`src/rtl/filt_frame_sched.sv`:
```
// Filter-frame sequencer for a PE row: replays the taps of one latched frame
// NUM_SENDS times with programmable idle gaps, then forwards the frame unchanged.
// Optional counters (frames_done, stall_cycles) are built when FILT_SCHED_STATS_EN is defined.
module filt_frame_sched #(
  parameter int unsigned DWIDTH    = 8,
  parameter int unsigned NTAPS     = 3,
  parameter int unsigned NUM_SENDS = 3,
  parameter int unsigned GAP_PRE   = 2,
  parameter int unsigned GAP_POST  = 2,
  localparam int unsigned IDX_W    = (NTAPS > 1) ? $clog2(NTAPS) : 1,
  localparam int unsigned FW       = DWIDTH * NTAPS
) (
  input  logic              clk,
  input  logic              rst_n,
  input  logic              frame_in_valid,
  output logic              frame_in_ready,
  input  logic [FW-1:0]     frame_in_data,
  output logic              tap_out_valid,
  input  logic              tap_out_ready,
  output logic [DWIDTH-1:0] tap_out_data,
  output logic [IDX_W-1:0]  tap_out_idx,
  output logic              tap_out_last,
  output logic              frame_out_valid,
  input  logic              frame_out_ready,
  output logic [FW-1:0]     frame_out_data,
  output logic              busy
`ifdef FILT_SCHED_STATS_EN
  ,
  output logic [15:0]       frames_done,
  output logic [15:0]       stall_cycles
`endif
);

  localparam int unsigned PASS_W  = (NUM_SENDS > 1) ? $clog2(NUM_SENDS) : 1;
  localparam int unsigned GAP_MAX = (GAP_PRE > GAP_POST) ? GAP_PRE : GAP_POST;
  localparam int unsigned CNT_W   = (GAP_MAX > 1) ? $clog2(GAP_MAX) : 1;

  localparam logic [IDX_W-1:0]  IDX_LAST  = IDX_W'(NTAPS - 1);
  localparam logic [PASS_W-1:0] PASS_LAST = PASS_W'(NUM_SENDS - 1);
  localparam logic [CNT_W-1:0]  PRE_LAST  = CNT_W'((GAP_PRE > 0) ? GAP_PRE - 1 : 0);
  localparam logic [CNT_W-1:0]  POST_LAST = CNT_W'((GAP_POST > 0) ? GAP_POST - 1 : 0);

  localparam logic [2:0] S_IDLE = 3'd0;
  localparam logic [2:0] S_PRE  = 3'd1;
  localparam logic [2:0] S_TAP  = 3'd2;
  localparam logic [2:0] S_POST = 3'd3;
  localparam logic [2:0] S_FWD  = 3'd4;

  logic [2:0]        state_q, state_d;
  logic [CNT_W-1:0]  cnt_q, cnt_d;
  logic [IDX_W-1:0]  idx_q, idx_d;
  logic [PASS_W-1:0] pass_q, pass_d;
  logic [FW-1:0]     frame_q, frame_d;

  logic              in_ready_q, in_ready_d;
  logic              tap_valid_q, tap_valid_d;
  logic [DWIDTH-1:0] tap_data_q, tap_data_d;
  logic [IDX_W-1:0]  tap_idx_q, tap_idx_d;
  logic              tap_last_q, tap_last_d;
  logic              fout_valid_q, fout_valid_d;
  logic [FW-1:0]     fout_data_q, fout_data_d;
  logic              busy_q, busy_d;

  // Step taken after a tap's post-gap: next tap, next pass, or forward.
  logic [2:0]        adv_state;
  logic [IDX_W-1:0]  adv_idx;
  logic [PASS_W-1:0] adv_pass;

  always_comb begin
    adv_idx   = idx_q - IDX_W'(1);
    adv_pass  = pass_q;
    adv_state = (GAP_PRE == 0) ? S_TAP : S_PRE;
    if (idx_q == '0) begin
      adv_idx = IDX_LAST;
      if (pass_q == PASS_LAST) begin
        adv_state = S_FWD;
      end else begin
        adv_pass = pass_q + PASS_W'(1);
      end
    end
  end

  // Next-state logic; the output registers are loaded from the next-state values
  // so every port reflects the current state without a combinational path.
  always_comb begin
    state_d = state_q;
    cnt_d   = cnt_q;
    idx_d   = idx_q;
    pass_d  = pass_q;
    frame_d = frame_q;

    case (state_q)
      S_IDLE: begin
        if (frame_in_valid && in_ready_q) begin
          frame_d = frame_in_data;
          idx_d   = IDX_LAST;
          pass_d  = '0;
          cnt_d   = '0;
          state_d = (GAP_PRE == 0) ? S_TAP : S_PRE;
        end
      end
      S_PRE: begin
        if (cnt_q == PRE_LAST) begin
          cnt_d   = '0;
          state_d = S_TAP;
        end else begin
          cnt_d = cnt_q + CNT_W'(1);
        end
      end
      S_TAP: begin
        if (tap_valid_q && tap_out_ready) begin
          cnt_d = '0;
          if (GAP_POST == 0) begin
            state_d = adv_state;
            idx_d   = adv_idx;
            pass_d  = adv_pass;
          end else begin
            state_d = S_POST;
          end
        end
      end
      S_POST: begin
        if (cnt_q == POST_LAST) begin
          cnt_d   = '0;
          state_d = adv_state;
          idx_d   = adv_idx;
          pass_d  = adv_pass;
        end else begin
          cnt_d = cnt_q + CNT_W'(1);
        end
      end
      S_FWD: begin
        if (fout_valid_q && frame_out_ready) begin
          state_d = S_IDLE;
        end
      end
      default: begin
        state_d = S_IDLE;
      end
    endcase

    in_ready_d   = (state_d == S_IDLE);
    busy_d       = (state_d != S_IDLE);
    tap_valid_d  = (state_d == S_TAP);
    tap_data_d   = '0;
    tap_idx_d    = '0;
    tap_last_d   = 1'b0;
    fout_valid_d = (state_d == S_FWD);
    fout_data_d  = '0;
    if (state_d == S_TAP) begin
      tap_data_d = frame_d[DWIDTH*int'(idx_d) +: DWIDTH];
      tap_idx_d  = idx_d;
      tap_last_d = (idx_d == '0) && (pass_d == PASS_LAST);
    end
    if (state_d == S_FWD) begin
      fout_data_d = frame_d;
    end
  end

  always_ff @(posedge clk or negedge rst_n) begin
    if (!rst_n) begin
      state_q      <= S_IDLE;
      cnt_q        <= '0;
      idx_q        <= '0;
      pass_q       <= '0;
      frame_q      <= '0;
      in_ready_q   <= 1'b0;
      tap_valid_q  <= 1'b0;
      tap_data_q   <= '0;
      tap_idx_q    <= '0;
      tap_last_q   <= 1'b0;
      fout_valid_q <= 1'b0;
      fout_data_q  <= '0;
      busy_q       <= 1'b0;
    end else begin
      state_q      <= state_d;
      cnt_q        <= cnt_d;
      idx_q        <= idx_d;
      pass_q       <= pass_d;
      frame_q      <= frame_d;
      in_ready_q   <= in_ready_d;
      tap_valid_q  <= tap_valid_d;
      tap_data_q   <= tap_data_d;
      tap_idx_q    <= tap_idx_d;
      tap_last_q   <= tap_last_d;
      fout_valid_q <= fout_valid_d;
      fout_data_q  <= fout_data_d;
      busy_q       <= busy_d;
    end
  end

  assign frame_in_ready  = in_ready_q;
  assign tap_out_valid   = tap_valid_q;
  assign tap_out_data    = tap_data_q;
  assign tap_out_idx     = tap_idx_q;
  assign tap_out_last    = tap_last_q;
  assign frame_out_valid = fout_valid_q;
  assign frame_out_data  = fout_data_q;
  assign busy            = busy_q;

`ifdef FILT_SCHED_STATS_EN
  // Frame count wraps; stall count saturates so long stalls stay visible.
  logic [15:0] frames_done_q;
  logic [15:0] stall_q;
  logic        stalled;

  assign stalled = (tap_valid_q && !tap_out_ready) || (fout_valid_q && !frame_out_ready);

  always_ff @(posedge clk or negedge rst_n) begin
    if (!rst_n) begin
      frames_done_q <= '0;
      stall_q       <= '0;
    end else begin
      if (fout_valid_q && frame_out_ready) begin
        frames_done_q <= frames_done_q + 16'd1;
      end
      if (stalled && (stall_q != 16'hFFFF)) begin
        stall_q <= stall_q + 16'd1;
      end
    end
  end

  assign frames_done  = frames_done_q;
  assign stall_cycles = stall_q;
`endif

endmodule

```
`config.mk`:
```
export PLATFORM = sky130hd
export DESIGN_NAME = filt_frame_sched
export DESIGN_NICKNAME = d
export VERILOG_FILES = /design/src/rtl/filt_frame_sched.sv
export SDC_FILE = /design/constraint.sdc
export NUM_CORES = 1
export LEC_CHECK = 0
export ABC_CLOCK_PERIOD_IN_PS = 2400
export CORE_ASPECT_RATIO = 0.6
export CORE_UTILIZATION = 40
export DETAILED_ROUTE_END_ITERATION = 10
export GPL_TIMING_DRIVEN = 0
export PLACE_DENSITY_LB_ADDON = 0.08
export SKIP_CTS_REPAIR_TIMING = 1
export SKIP_LAST_GASP = 1
export SYNTH_ARGS = -nofsm -noshare
export SYNTH_HDL_FRONTEND = slang
export SYNTH_SLANG_ARGS = --single-unit
```
`constraint.sdc`:
```
create_clock -name clk -period 2.4 [get_ports clk]
set_clock_uncertainty 0.1 [all_clocks]
set_input_delay 0.72 -clock clk [delete_from_list [all_inputs] [get_ports clk]]
set_output_delay 0.72 -clock clk [all_outputs]
set_load 0.01 [all_outputs]
```
==> summary.md, run 1 <==
| Metric | Value |
|---|---|
| CTS Buf Count | 9 |
| Clk slew on worst S/H paths | 0.05 ns |
| Top Ports | 68 |
| Worst vdd ir | 0.500 mV |
| # diodes | 0 |
| Post-synth EDFFs | 0 |
| Cell area after layout | 3980 um^2 |
| CP Data Arrival Time | 2.36 ns |
| Worst skew pair latency | 0.33 ns |
| Post-DR vias/cell | 4.91 |
| Core ar. | 6760 um^2 |
| Seq cells post-synth | 71 |
| CTS Root Buffer Type | clkbuf_16 |
| Crit-path cells | clkdlybuf4s50_1, nand4b_1, o21ai_0, a221oi_2, nand2_1, a21oi_1 |
| Critical Path End | tap_out_data[0] |
| FILL cells | 561 |
| Tightest Pin Transition | 0.858 ns |
| Post-synthesis sequential area ratio | 62.4% |
| Status | complete, no violations |
| Fin crit period | 2.22 ns |
| Ys Warns | 0 |
| GR Overflow Total | 0 |
| Placed Cells | 373 |
| Syn Inst Count | 219 |
| CTS tree | built |
| Hold WC Path Type | in -> async |
| Reg2reg path depth | 8 |
| Final non-filler cell total | 391 |
| Most common cell after layout, fill and taps aside | dfrtp_1 |
| Crit path kind | in -> reg |
| R2R setup slack | 0.28 ns |
| Pin count of the biggest net entering global routing | 72 |
| Die Ht | 67.3 um |
| Final Hold Fails | 0 |
| Clock sinks | 71 |
| Via count | 1,919 |
| Critical Path Source | tap_out_ready |
| Critical Path Sink Type | flip-flop |
| Area Growth Syn to Fin | 39.8% |
| 1st-iter DRT viols | 76 |
| Post-route ant nets | 0 |
| Post-DR wirelength/cell | 16.2 um |
| Synth cell types | 37 |
| Number of max-cap violations | 0 |
| FMAX | 450 MHz |
| Final #Nets | 333 |
| Die ar. | 7470 um^2 |
| Starting Density | 42.1% |
| Most frequent cells in the layout | 71 x dfrtp_1, 65 x clkdlybuf4s50_1, 19 x nor2_1 |
| Fraction of layout cells with a size suffix above 1 | 17.8% |
| Drt drc | 0 |
| Total nets after synthesis | 252 |
| Total GRT Usage | 18.7% |
| Slew HR | 42.8% |
| H-tree depth | 3 |
| CP Launch Type | input pin |
| FP Rows | 23 |
| Max Buffers Root-to-Sink | 2 |
| Placed inst area | 3620 um^2 |
| Router iterations before antenna repair | 4 |
| Syn Std Cell Area | 2850 um^2 |
| IO buf count | 67 |
| WP data required | 2.54 ns |
| Most used DFF post-synth | dfrtp_1 |
| Final wirelength | 6350 um |
| Setup-failing EPs final | 0 |
| Pwr dens | 1120 nW/um^2 |
| Pleak | 1.79 nW |
| CP max stage delay | 0.45 ns |
| R2R Path Start | idx_q[0] |
| Initial antenna violation count | 0 |
| Gp weighted congestion | 0.752 |
| CP Max Fanout | 9 |
| Die span in x | 111 um |
| Via count of the first global-routing pass | 1,923 |
| Syn Area/Cell | 13.0 um^2 |
| RSZ-0062 raised after global routing | no |
| DP Wirelength | 4360 um |
| First-pass GRT wire length | 10,200 um |
| CP max-delay cell | a221oi_2 |
| R2r endpoint | frame_out_data[10] |
| Fin crit share | 92.5% |
| Slew Viols, Final | 0 |
| Fraction of registers with async set/reset | 100% |
metal layers:
layer | up-vias | part of all wire [%] | global-route usage [%]
li1 | 917 | - | -
met1 | 937 | 53 | 27.3
met2 | 59 | 38 | 24.0
met3 | 6 | 7.8 | 9.34
met4 | 0 | 0.65 | 4.50
met5 | - | 0 | 0
synth_stat cells (2+ instances only):
| master | n | area (um^2) |
|---|---|---|
| dfrtp_1 | 71 | 1780 |
| nor2_1 | 19 | 71.3 |
| mux2_2 | 17 | 191 |
| and2_1 | 16 | 100 |
| inv_1 | 16 | 60.1 |
| a21oi_1 | 8 | 40.0 |
| a221o_1 | 8 | 80.1 |
| mux2i_1 | 8 | 80.1 |
| nand3b_1 | 8 | 60.1 |
| nand2_1 | 5 | 18.8 |
| buf_2 | 4 | 20.0 |
| ha_1 | 4 | 50.1 |
| nand3_1 | 3 | 15.0 |
| o21ai_0 | 3 | 15.0 |
| a22o_1 | 2 | 17.5 |
| and3_1 | 2 | 12.5 |
| buf_4 | 2 | 15.0 |
| nand4b_1 | 2 | 17.5 |
| nor3_1 | 2 | 10.0 |
| o21ai_2 | 2 | 17.5 |
per-stage QoR:
| step | power, mW | util (%) | hold slack, ns | worst slack [ns] | setup TNS [ns] |
|---|---|---|---|---|---|
| after floorplan | 2.66 | - | 0.324 | 0.447 | 0 |
| after global placement | 3.17 | 53.6 | 0.396 | -1.92 | -146.92 |
| after detailed placement | 3.21 | 53.6 | 0.398 | -0.363 | -10.85 |
| after CTS | 4.38 | 57.4 | 0.410 | -0.0204 | -0.0324 |
| after global routing | 4.72 | 58.8 | 0.427 | 0.0231 | 0 |
| final | 4.44 | 58.8 | 0.408 | 0.179 | 0 |
power breakdown:
part,total (mW),internal (mW),switching [mW]
combinational,1.62,0.758,0.859
sequential,1.67,1.53,0.144
clock,1.15,0.689,0.460
total,4.44,2.97,1.46
critical path, delay by kind of cell:
family | cells | cell delay [ns]
buf+inv | 1 | 0.42
simple gates | 2 | 0.43
compound gates | 3 | 0.79
worst min-delay path by stage:
stage / startpoint / end / slack [ns] / depth (start not counted)
2_1_floorplan: rst_n / busy / 0.32 / 0
3_3_place_gp: frame_q[23] / frame_q[23] / 0.40 / 2
3_5_place_dp: frame_q[20] / frame_q[20] / 0.40 / 2
4_1_cts: frame_q[20] / frame_q[20] / 0.41 / 2
5_1_grt: frame_q[10] / frame_q[10] / 0.43 / 1
6_report: rst_n / frame_out_data[2] / 0.41 / 1
cells by family (layout without fill, tap and decap cells):
family          count (synthesis)  in the layout  share of synthesized area [%]
compound gates                 28             28                           7.65
xor+xnor                        1              1                          0.308
fa+ha+maj                       4              4                           1.76
buf+inv                        26            111                           4.71
flops                          71             71                           62.4
mux                            25             25                           9.54
simple gates                   64             64                           13.6
flip-flops by register name, indices dropped and copies added, names as in the netlist, 2 cells and up:
name            count
pass_q              2
frame_q            24
state_q             3
tap_out_data        8
idx_q               2
frame_out_data     24
tap_out_idx         2
final cells by class:
cell class / count / area (um^2) / area share, %
flip-flops and latches: 71 / 1780 / 44.7
inverters: 17 / 63.8 / 1.60
clock inverters: 4 / 23.8 / 0.598
multi-input cells: 122 / 982 / 24.7
well taps: 87 / 109 / 2.74
plain buffers: 9 / 77.6 / 1.95
repair buffers: 70 / 711 / 17.9
clock buffers: 11 / 233 / 5.85
No activity file was read; power rests on OpenSTA's default activity.
==> run 2, diff against run 1 <==
MAX_ROUTING_LAYER = met4   (was default)
PLACE_DENSITY = 0.72   (was default)
PLACE_DENSITY_LB_ADDON = default   (was 0.08)
==> summary.md, run 2 (synthesis gave the netlist of run 1 again) <==
| Metric | Value |
|---|---|
| Tightest Pin Transition | 0.867 ns |
| Slew Viols, Final | 0 |
| CTS tree | built |
| Via count of the first global-routing pass | 1,939 |
| CTS Buf Count | 9 |
| Reg2reg path depth | 8 |
| Placed Cells | 373 |
| Cell area after layout | 4000 um^2 |
| Area Growth Syn to Fin | 40.5% |
| FMAX | 441 MHz |
| Fin Setup TNS | 0 ns |
| CP Max Fanout | 10 |
| Fin crit period | 2.27 ns |
| Final #Nets | 333 |
| Die ar. | 7470 um^2 |
| Post-DR wirelength/cell | 16.7 um |
| Die Ht | 67.3 um |
| Initial antenna violation count | 0 |
| Via count | 1,943 |
| IO buf count | 67 |
| # diodes | 0 |
| Pwr dens | 1150 nW/um^2 |
| Setup-failing EPs final | 0 |
| Final Hold Fails | 0 |
| RSZ-0062 raised after global routing | no |
| Gp weighted congestion | 0.790 |
| Drt drc | 0 |
| 1st-iter DRT viols | 89 |
| Worst Hold Depth | 2 |
| Most common cell after layout, fill and taps aside | dfrtp_1 |
| Share of total power in the clock network | 28.7% |
| Slew HR | 42.2% |
| Post-route ant nets | 0 |
| CTS Root Buffer Type | clkbuf_16 |
| Pin count of the biggest net entering global routing | 72 |
| H-tree depth | 3 |
| Fin crit share | 94.4% |
| Max Buffers Root-to-Sink | 2 |
| Worst vdd ir | 0.479 mV |
| Most frequent cells in the layout | 71 x dfrtp_1, 65 x clkdlybuf4s50_1, 19 x nor2_1 |
| Sequential share of power | 36.8% |
| Utilization after layout | 59.1% |
| Pre-CTS setup slack | -0.443 ns |
| CP Launch Type | input pin |
| Core ar. | 6760 um^2 |
| WP data required | 2.55 ns |
| Worst skew pair latency | 0.32 ns |
| Crit path kind | in -> reg |
| Pleak | 1.79 nW |
| Clk slew on worst S/H paths | 0.06 ns |
| Switching share of power | 32.5% |
| Hold WC Path Type | reg -> reg |
| CP Data Arrival Time | 2.42 ns |
| Critical Path Sink Type | flip-flop |
| Number of max-cap violations | 0 |
| Fraction of layout cells with a size suffix above 1 | 18.1% |
| First-pass GRT wire length | 10,200 um |
| Clock sinks | 71 |
| GR Overflow Total | 0 |
| Router iterations before antenna repair | 4 |
| Starting Density | 42.1% |
| Setup ws final | 0.134 ns |
| FP Rows | 23 |
| Placed inst area | 3620 um^2 |
| Status | complete, no violations |
| Logic pwr share | 34.6% |
| Post-DR vias/cell | 4.97 |
| Die span in x | 111 um |
| Final non-filler cell total | 391 |
| Top Ports | 68 |
| DP Wirelength | 4470 um |
| Net load switching power | 1.49 mW |
| Total GRT Usage | 19.3% |
| Final wirelength | 6540 um |
| Int Pwr | 3.09 mW |
==> run 2: cell types whose count changed in the layout (fill, tap and decap cells not counted), sizes merged <==
cell,previous run,this run
buf,11,10
clkinv,4,2
bufinv,0,1
clkinvlp,0,2
==> run 2: path summary, 6_finish.rpt <==
| kind | startpoint | end | slack, ns |
|---|---|---|---|
| setup / recovery | frame_out_ready | frame_out_data[12] | 0.13 |
| hold / removal | frame_q[16] | frame_q[16] | 0.40 |
| setup reg to reg | idx_q[0] | frame_out_data[12] | 0.26 |
| hold reg to reg | frame_q[16] | frame_q[16] | 0.40 |
| max in group asynchronous | rst_n | pass_q[1] | 1.22 |
| min in group asynchronous | rst_n | frame_out_data[10] | 0.42 |
==> run 2: metal layers <==
metal	routed length, um	GRT usage, %	up-vias	part of all wire, %
met5	0	-	-	0
met4	13	5.50	0	0.20
met3	464	5.83	2	7.1
met2	2760	26.8	77	42
met1	3300	27.2	956	50
li1	-	-	908	-
==> run 2: power by group through the flow <==
stage	combinational (mW)	sequential, mW	clock (mW)
after floorplan	0.985	1.68	0
after global routing	1.74	1.72	1.39
after global placement	1.46	1.68	0
after CTS	1.51	1.68	1.34
after detailed placement	1.50	1.69	0
final	1.58	1.69	1.31
==> run 2: final cells by class <==
cell class              instances  area [um^2]
inverters                      17         63.8
repair buffers                 70          693
clock buffers                  10          239
fillers                       547         2770
flip-flops and latches         71         1780
plain buffers                   9         80.1
multi-input cells             122          976
clock inverters                 5         58.8
well taps                      87          109
==> run 2: worst max-delay path: stages <==
cell and delay, ns:
clkdlybuf4s50_1 0.40, a211oi_1 0.35, a21oi_4 0.18, inv_1 0.30, clkbuf_2 0.31, and2_1 0.17
==> run 2: through the flow <==
step | power [mW] | hold slack (ns)
2_1_floorplan | 2.66 | 0.324
3_3_place_gp | 3.14 | 0.386
3_5_place_dp | 3.19 | 0.392
4_1_cts | 4.53 | 0.403
5_1_grt | 4.85 | 0.423
6_report | 4.59 | 0.401
